**src/rtl/spi_master_arbiter.sv**
```systemverilog
// Round-robin arbiter sharing one mode-0, MSB-first SPI master among NREQ requesters.
// Optional receive path enabled by defining SPI_RX_EN (MISO captured into rx_data_o).

module spi_master_arbiter #(
    parameter int NREQ    = 4,
    parameter int DW      = 16,
    parameter int CLK_DIV = 2,
    parameter int GAP     = 2
) (
    input  logic               clk_i,
    input  logic               reset_i,
    input  logic [NREQ-1:0]    req_i,
    input  logic [NREQ*DW-1:0] din_i,
    output logic [NREQ-1:0]    gnt_o,
    output logic [NREQ-1:0]    done_o,
    output logic               busy_o,
    output logic [NREQ-1:0]    spi_cs_l_o,
    output logic               spi_clk_o,
    output logic               spi_data_o,
    input  logic               spi_miso_i,
    output logic [DW-1:0]      rx_data_o
);

    localparam int PW  = (NREQ > 1) ? $clog2(NREQ) : 1;
    localparam int BCW = $clog2(DW + 1);
    localparam int DVW = (CLK_DIV > 1) ? $clog2(CLK_DIV) : 1;
    localparam int GW  = (GAP > 1) ? $clog2(GAP) : 1;

    localparam logic [DVW-1:0] DIV_LAST = DVW'(CLK_DIV - 1);
    localparam logic [GW-1:0]  GAP_LAST = GW'(GAP - 1);

    typedef enum logic [2:0] {
        S_IDLE = 3'd0,
        S_LO   = 3'd1,
        S_HI   = 3'd2,
        S_END  = 3'd3,
        S_GAP  = 3'd4
    } state_t;

    state_t           state_q;
    logic [PW-1:0]    ptr_q;
    logic [DW-1:0]    shreg_q;
    logic [BCW-1:0]   bitcnt_q;
    logic [DVW-1:0]   divcnt_q;
    logic [GW-1:0]    gapcnt_q;
    logic [NREQ-1:0]  gnt_q;
    logic [NREQ-1:0]  done_q;
    logic             busy_q;
    logic [NREQ-1:0]  cs_l_q;
    logic             sclk_q;
    logic             mosi_q;

    logic [PW-1:0]    win_d;
    logic             found_d;

    function automatic logic [PW-1:0] rr_idx(input logic [PW-1:0] p, input int off);
        int s;
        s = (int'(p) + off) % NREQ;
        return PW'(s);
    endfunction

    function automatic logic [NREQ-1:0] onehot(input logic [PW-1:0] i);
        logic [NREQ-1:0] v;
        v    = '0;
        v[i] = 1'b1;
        return v;
    endfunction

    // Round-robin pick: nearest asserted request after the previous winner.
    always_comb begin
        logic [PW-1:0] idx;
        logic          hit;
        win_d   = ptr_q;
        found_d = 1'b0;
        for (int k = 1; k <= NREQ; k++) begin
            idx     = rr_idx(ptr_q, k);
            hit     = req_i[idx] & ~found_d;
            win_d   = hit ? idx : win_d;
            found_d = found_d | hit;
        end
    end

`ifdef SPI_RX_EN
    logic [DW-1:0] rx_shreg_q;
    logic [DW-1:0] rx_data_q;
    assign rx_data_o = rx_data_q;
`else
    logic unused_miso_s;
    assign unused_miso_s = spi_miso_i;
    assign rx_data_o     = '0;
`endif

    // Controller: arbitration, bit timing, frame end and inter-frame gap.
    always_ff @(posedge clk_i or posedge reset_i) begin
        if (reset_i) begin
            state_q  <= S_IDLE;
            ptr_q    <= PW'(NREQ - 1);
            shreg_q  <= '0;
            bitcnt_q <= '0;
            divcnt_q <= '0;
            gapcnt_q <= '0;
            gnt_q    <= '0;
            done_q   <= '0;
            busy_q   <= 1'b0;
            cs_l_q   <= '1;
            sclk_q   <= 1'b0;
            mosi_q   <= 1'b0;
`ifdef SPI_RX_EN
            rx_shreg_q <= '0;
            rx_data_q  <= '0;
`endif
        end else begin
            gnt_q  <= '0;
            done_q <= '0;
            case (state_q)
                S_IDLE: begin
                    if (found_d) begin
                        gnt_q    <= onehot(win_d);
                        cs_l_q   <= ~onehot(win_d);
                        shreg_q  <= din_i[int'(win_d)*DW +: DW];
                        mosi_q   <= din_i[int'(win_d)*DW + DW - 1];
                        busy_q   <= 1'b1;
                        ptr_q    <= win_d;
                        bitcnt_q <= BCW'(DW);
                        divcnt_q <= '0;
                        state_q  <= S_LO;
                    end else begin
                        state_q  <= S_IDLE;
                    end
                end
                S_LO: begin
                    if (divcnt_q == DIV_LAST) begin
                        sclk_q   <= 1'b1;
                        divcnt_q <= '0;
                        state_q  <= S_HI;
`ifdef SPI_RX_EN
                        rx_shreg_q <= {rx_shreg_q[DW-2:0], spi_miso_i};
`endif
                    end else begin
                        divcnt_q <= divcnt_q + DVW'(1);
                    end
                end
                S_HI: begin
                    if (divcnt_q == DIV_LAST) begin
                        sclk_q   <= 1'b0;
                        divcnt_q <= '0;
                        bitcnt_q <= bitcnt_q - BCW'(1);
                        if (bitcnt_q != BCW'(1)) begin
                            shreg_q <= shreg_q << 1;
                            mosi_q  <= shreg_q[DW-2];
                            state_q <= S_LO;
                        end else begin
                            // chip select released together with the last falling spi_clk
                            cs_l_q  <= '1;
                            mosi_q  <= 1'b0;
                            state_q <= S_END;
                        end
                    end else begin
                        divcnt_q <= divcnt_q + DVW'(1);
                    end
                end
                S_END: begin
                    done_q   <= onehot(ptr_q);
                    gapcnt_q <= '0;
                    state_q  <= S_GAP;
`ifdef SPI_RX_EN
                    rx_data_q <= rx_shreg_q;
`endif
                end
                S_GAP: begin
                    if (gapcnt_q == GAP_LAST) begin
                        busy_q  <= 1'b0;
                        state_q <= S_IDLE;
                    end else begin
                        gapcnt_q <= gapcnt_q + GW'(1);
                    end
                end
                default: begin
                    state_q <= S_IDLE;
                end
            endcase
        end
    end

    assign gnt_o      = gnt_q;
    assign done_o     = done_q;
    assign busy_o     = busy_q;
    assign spi_cs_l_o = cs_l_q;
    assign spi_clk_o  = sclk_q;
    assign spi_data_o = mosi_q;

endmodule
```
**config.mk**
```make
export PLATFORM = sky130hd
export DESIGN_NAME = spi_master_arbiter
export DESIGN_NICKNAME = d
export VERILOG_FILES = /design/src/rtl/spi_master_arbiter.sv
export SDC_FILE = /design/constraint.sdc
export NUM_CORES = 1
export LEC_CHECK = 0
export CORE_UTILIZATION = 47
export DETAILED_ROUTE_END_ITERATION = 16
export PLACE_DENSITY = 0.82
export SYNTH_ARGS = -nofsm -noshare
export SYNTH_HDL_FRONTEND = slang
export SYNTH_SLANG_ARGS = --single-unit
```
**constraint.sdc**
```tcl
create_clock -name clk_i -period 3.4 [get_ports clk_i]
set_input_delay 0.85 -clock clk_i [delete_from_list [all_inputs] [get_ports clk_i]]
set_output_delay 0.85 -clock clk_i [all_outputs]
set_load 0.01 [all_outputs]
```
==> run summary <==
SETUP PATH
-------------------------------------------------------------------------------------
Crit-path leading delay family ......................................... buffers and inverters
Stage delay of the slowest cell on the critical path ...................      0.65 ns
Total buffers and inverters traversed by the critical path .............            2
CP Data Arrival Time ...................................................      3.18 ns
FF-to-FF End ...........................................................   spi_data_o
Cell repeated most along the worst path ................................ sky130_fd_sc_hd__mux2_2
Critical path type .....................................................       in2reg
Crit start category ....................................................    input pin
Largest fanout on the critical path ....................................           10
Startpoint of the worst-slack reg-to-reg timing path ...................     ptr_q[1]
Worst reg-to-reg path cell count .......................................            9
Path length in cells of the critical path ..............................            8
Slack of the worst reg-to-reg path .....................................      0.38 ns
Endpoint required time on the critical path ............................      3.54 ns
Critical Path Slowest Stage Cell ....................................... sky130_fd_sc_hd__clkdlybuf4s50_1
Capture point of the worst path ........................................   spi_data_o
Worst setup startpoint .................................................     req_i[1]
List of cells traversed by the critical path ........................... clkdlybuf4s50_1, mux2_2, buf_4, nor3_1, or3_1, a221oi_1, mux2_2, o31ai_1
Type of element capturing the critical path ............................    flip-flop

LOGIC SYNTHESIS
-------------------------------------------------------------------------------------
Average size of a mapped cell ..........................................     9.35 µm²
Async S/R FF share, synth ..............................................         1.00
Leading post-synthesis cells by cell area .............................. sky130_fd_sc_hd__dfrtp_1 30%, sky130_fd_sc_hd__mux2i_1 8.5%, sky130_fd_sc_hd__a221oi_1 5.7%
Warnings, synthesis ....................................................            0
Post-synthesis sequential element count ................................           42
Top post-synthesis cells by count ...................................... 36 x sky130_fd_sc_hd__dfrtp_1, 27 x sky130_fd_sc_hd__nor2_1, 26 x sky130_fd_sc_hd__mux2i_1
Post-synth top area share ..............................................        0.296
Part of the Yosys area used for sequential elements ....................        0.347
Netlist Area Pre-Place .................................................  0.00305 mm²
Post-synthesis cell type with the largest combined area ................ sky130_fd_sc_hd__dfrtp_1
Top flip-flop cell by instance count after synthesis ................... sky130_fd_sc_hd__dfrtp_1
Distinct cell type count after synthesis ...............................           61
Cells after synthesis ..................................................          326
Number of enable-type register cells in the synthesized netlist ........            0
Dominant cell by count in the synthesized netlist ...................... sky130_fd_sc_hd__dfrtp_1

OUTCOME
-------------------------------------------------------------------------------------
Result of the run ......................................................    completed

STA
-------------------------------------------------------------------------------------
Maximum clock rate .....................................................      330 MHz
Post-layout minimum cycle time .........................................      3.03 ns
Final setup violation count ............................................            0
Measured slew at the worst slew-check pin ..............................     0.941 ns
Final worst-path cycle share ...........................................        0.893
Relative slew slack ....................................................        0.368
Max-slew violation count ...............................................            0
Clock tree skew after final layout .....................................   0.00769 ns
Sum of negative setup slack ............................................         0 ns
Setup repair after global routing missed its margin ....................        false
Count of final hold-check violations ...................................            0

PWR
-------------------------------------------------------------------------------------
Share of power burned in the clock network .............................        0.129
Logic gate share of total power ........................................        0.614
Worst vdd ir ...........................................................     0.569 mV
Share of total power consumed by net switching .........................        0.431
Net switching power of the design ......................................      1600 µW
Lkg Pwr ................................................................   0.00168 µW
Proportion of power drawn by flip-flops and latches ....................        0.257
Cell internal pwr ......................................................      2110 µW
Power density over the cells ...........................................   922 mW/mm²

DETAILED ROUTING
-------------------------------------------------------------------------------------
Total routed wirelength ................................................      7.71 mm
Final ANT Viol Nets ....................................................            0
Vias per inst ..........................................................         5.90
TritonRoute pass-1 iters ...............................................            4
Iteration-0 DRC Markers ................................................          212
DRC Markers ............................................................            0
Average wire per standard cell .........................................      16.1 µm
DR vias ................................................................         2821

CTS
-------------------------------------------------------------------------------------
Clock network latency to the later pin of the worst-skew pair ..........      0.30 ns
Clock-pin slew of the registers on the worst-case setup and hold paths .      0.09 ns
Number of clock buffers inserted by TritonCTS ..........................            5
Post_cts resized .......................................................            0
Root cell of the clock tree ............................................ sky130_fd_sc_hd__clkbuf_8
# Post-CTS Setup Buffers ...............................................            0
TritonCTS sink count ...................................................           42
Total number of H-tree levels ..........................................            2
CTS tree ...............................................................        built
Buffer depth of the longest clock path .................................            2
Post-CTS Hold Buffers ..................................................            0

DIE
-------------------------------------------------------------------------------------
Horiz. Die Dim .........................................................      82.5 µm
Num rows ...............................................................           28
Count of boundary I/O pins .............................................          102
Initial Utilization ....................................................        0.500
Floorplan die height ...................................................      82.5 µm
Total core area ........................................................  0.00610 mm²
Die Footprint ..........................................................  0.00681 mm²

FINISH
-------------------------------------------------------------------------------------
Filler-free cell count of the finished design ..........................          478
Share of post-route cells with drive strength above 1 ..................        0.102
Filler cell count ......................................................          490
Post-layout nets .......................................................          479
Antenna Cells ..........................................................            0
Syn-to-layout area delta ...............................................        32.0%

PLACE
-------------------------------------------------------------------------------------
Count of buffers from port buffering ...................................           84
Detailed placer's ending HPWL ..........................................      5.63 mm
Global placement routability congestion ................................        0.788
Placed instance count ..................................................          470

GLOBAL ROUTE
-------------------------------------------------------------------------------------
Initial antenna violation count ........................................            0
Overall global routing resource usage ..................................        0.234
Vias in the first global route .........................................         2582
Congestion Overflow GR .................................................            0
Largest net degree at the start of global routing ......................           43
Global-route wire length before repair .................................      12.1 mm

HOLD PATH
-------------------------------------------------------------------------------------
Path category of the worst min-delay check .............................      reg2reg

JOB
-------------------------------------------------------------------------------------
Max-cap check violation count ..........................................            0

logic make-up after synthesis:
family / Yosys count / synth area share
buf+inv: 53 / 0.107
xor+xnor: 6 / 0.0197
compound gates: 101 / 0.255
fa+ha+maj: 6 / 0.0246
other cells: 1 / 0.00123
flops: 42 / 0.347
mux: 30 / 0.100
simple gates: 87 / 0.145
power by group through the flow:
stage	logic, µW	clock network [µW]	registers (µW)
final	2280	478	953
after floorplan	1840	0	871
after global routing	2500	503	990
after detailed placement	2270	0	951
after CTS	2280	484	948
after global placement	2210	0	945
worst reg2reg max path: cells and delay by family, from the launching register on:
kind / cells / cell delay (ns)
buffers and inverters: 2 / 0.32
muxes: 2 / 0.52
AOI/OAI and AO/OA: 2 / 0.40
DFF: 1 / 0.66
and+or+nand+nor: 2 / 0.60
adders and majority gates: 1 / 0.36
per-layer routing:
layer	vias up	track usage	routed length [µm]
li1	1349	-	-
met1	1353	0.297	3260
met2	110	0.408	3930
met3	9	0.0330	440
met4	0	0.0741	84
met5	-	0	0
registers in the layout, indices dropped and copies added, names as in the netlist:
name,cells
bitcnt_q,5
busy_o,1
divcnt_q,1
done_o,4
gapcnt_q,1
gnt_o,4
ptr_q,2
shreg_q,15
spi_clk_o,1
spi_cs_l_o,4
spi_data_o,1
state_q,3
per-stage QoR:
| stage | hold slack [ns] | power [µW] | area (µm²) | utilization | worst slack (ns) |
|---|---|---|---|---|---|
| floorplan | 0.457 | 2720 | 3100 | - | 0.454 |
| global placement | 0.480 | 3150 | 3880 | 0.637 | 0.139 |
| detailed placement | 0.500 | 3220 | 3880 | 0.637 | 0.0948 |
| CTS | 0.523 | 3710 | 4020 | 0.660 | 0.409 |
| global route | 0.536 | 4000 | 4020 | 0.660 | 0.189 |
| finish | 0.516 | 3710 | 4020 | 0.660 | 0.365 |
cells in the final DEF, fill, tap and decap left out, types with 4 or more instances in the layout:
cell                              count
sky130_fd_sc_hd__clkdlybuf4s50_1     84
sky130_fd_sc_hd__dfrtp_1             36
sky130_fd_sc_hd__nor2_1              27
sky130_fd_sc_hd__mux2i_1             26
sky130_fd_sc_hd__a221oi_1            20
sky130_fd_sc_hd__nand2_1             17
sky130_fd_sc_hd__conb_1              16
sky130_fd_sc_hd__a22oi_1             12
sky130_fd_sc_hd__o221ai_1            12
sky130_fd_sc_hd__buf_4               11
sky130_fd_sc_hd__a21oi_1             10
sky130_fd_sc_hd__o21ai_0             10
sky130_fd_sc_hd__nor3_1               9
sky130_fd_sc_hd__inv_1                7
sky130_fd_sc_hd__a31oi_1              6
sky130_fd_sc_hd__or3_1                6
sky130_fd_sc_hd__and2_1               6
sky130_fd_sc_hd__ha_1                 6
sky130_fd_sc_hd__dfstp_2              6
sky130_fd_sc_hd__clkbuf_8             5
sky130_fd_sc_hd__mux2_2               4
sky130_fd_sc_hd__nand2b_1             4
sky130_fd_sc_hd__o22a_1               4
area by class of cell:
cell class	count	area, µm²	share of cell area
multi-input cells	246	1730	0.430
flip-flops and latches	42	1060	0.263
repair buffers	97	963	0.240
well taps	75	93.8	0.0233
clock buffers	5	68.8	0.0171
clock inverters	3	68.8	0.0171
inverters	10	37.5	0.00933
worst min-delay path by stage:
stage	start	endpoint	cells past startpoint
global route	spi_cs_l_o[3]	spi_cs_l_o[3]	1
detailed placement	shreg_q[6]	shreg_q[7]	2
CTS	shreg_q[5]	shreg_q[6]	2
floorplan	shreg_q[0]	shreg_q[0]	2
global placement	shreg_q[0]	shreg_q[0]	2
finish	shreg_q[8]	shreg_q[9]	2
Power figures use the tool's default switching activity.
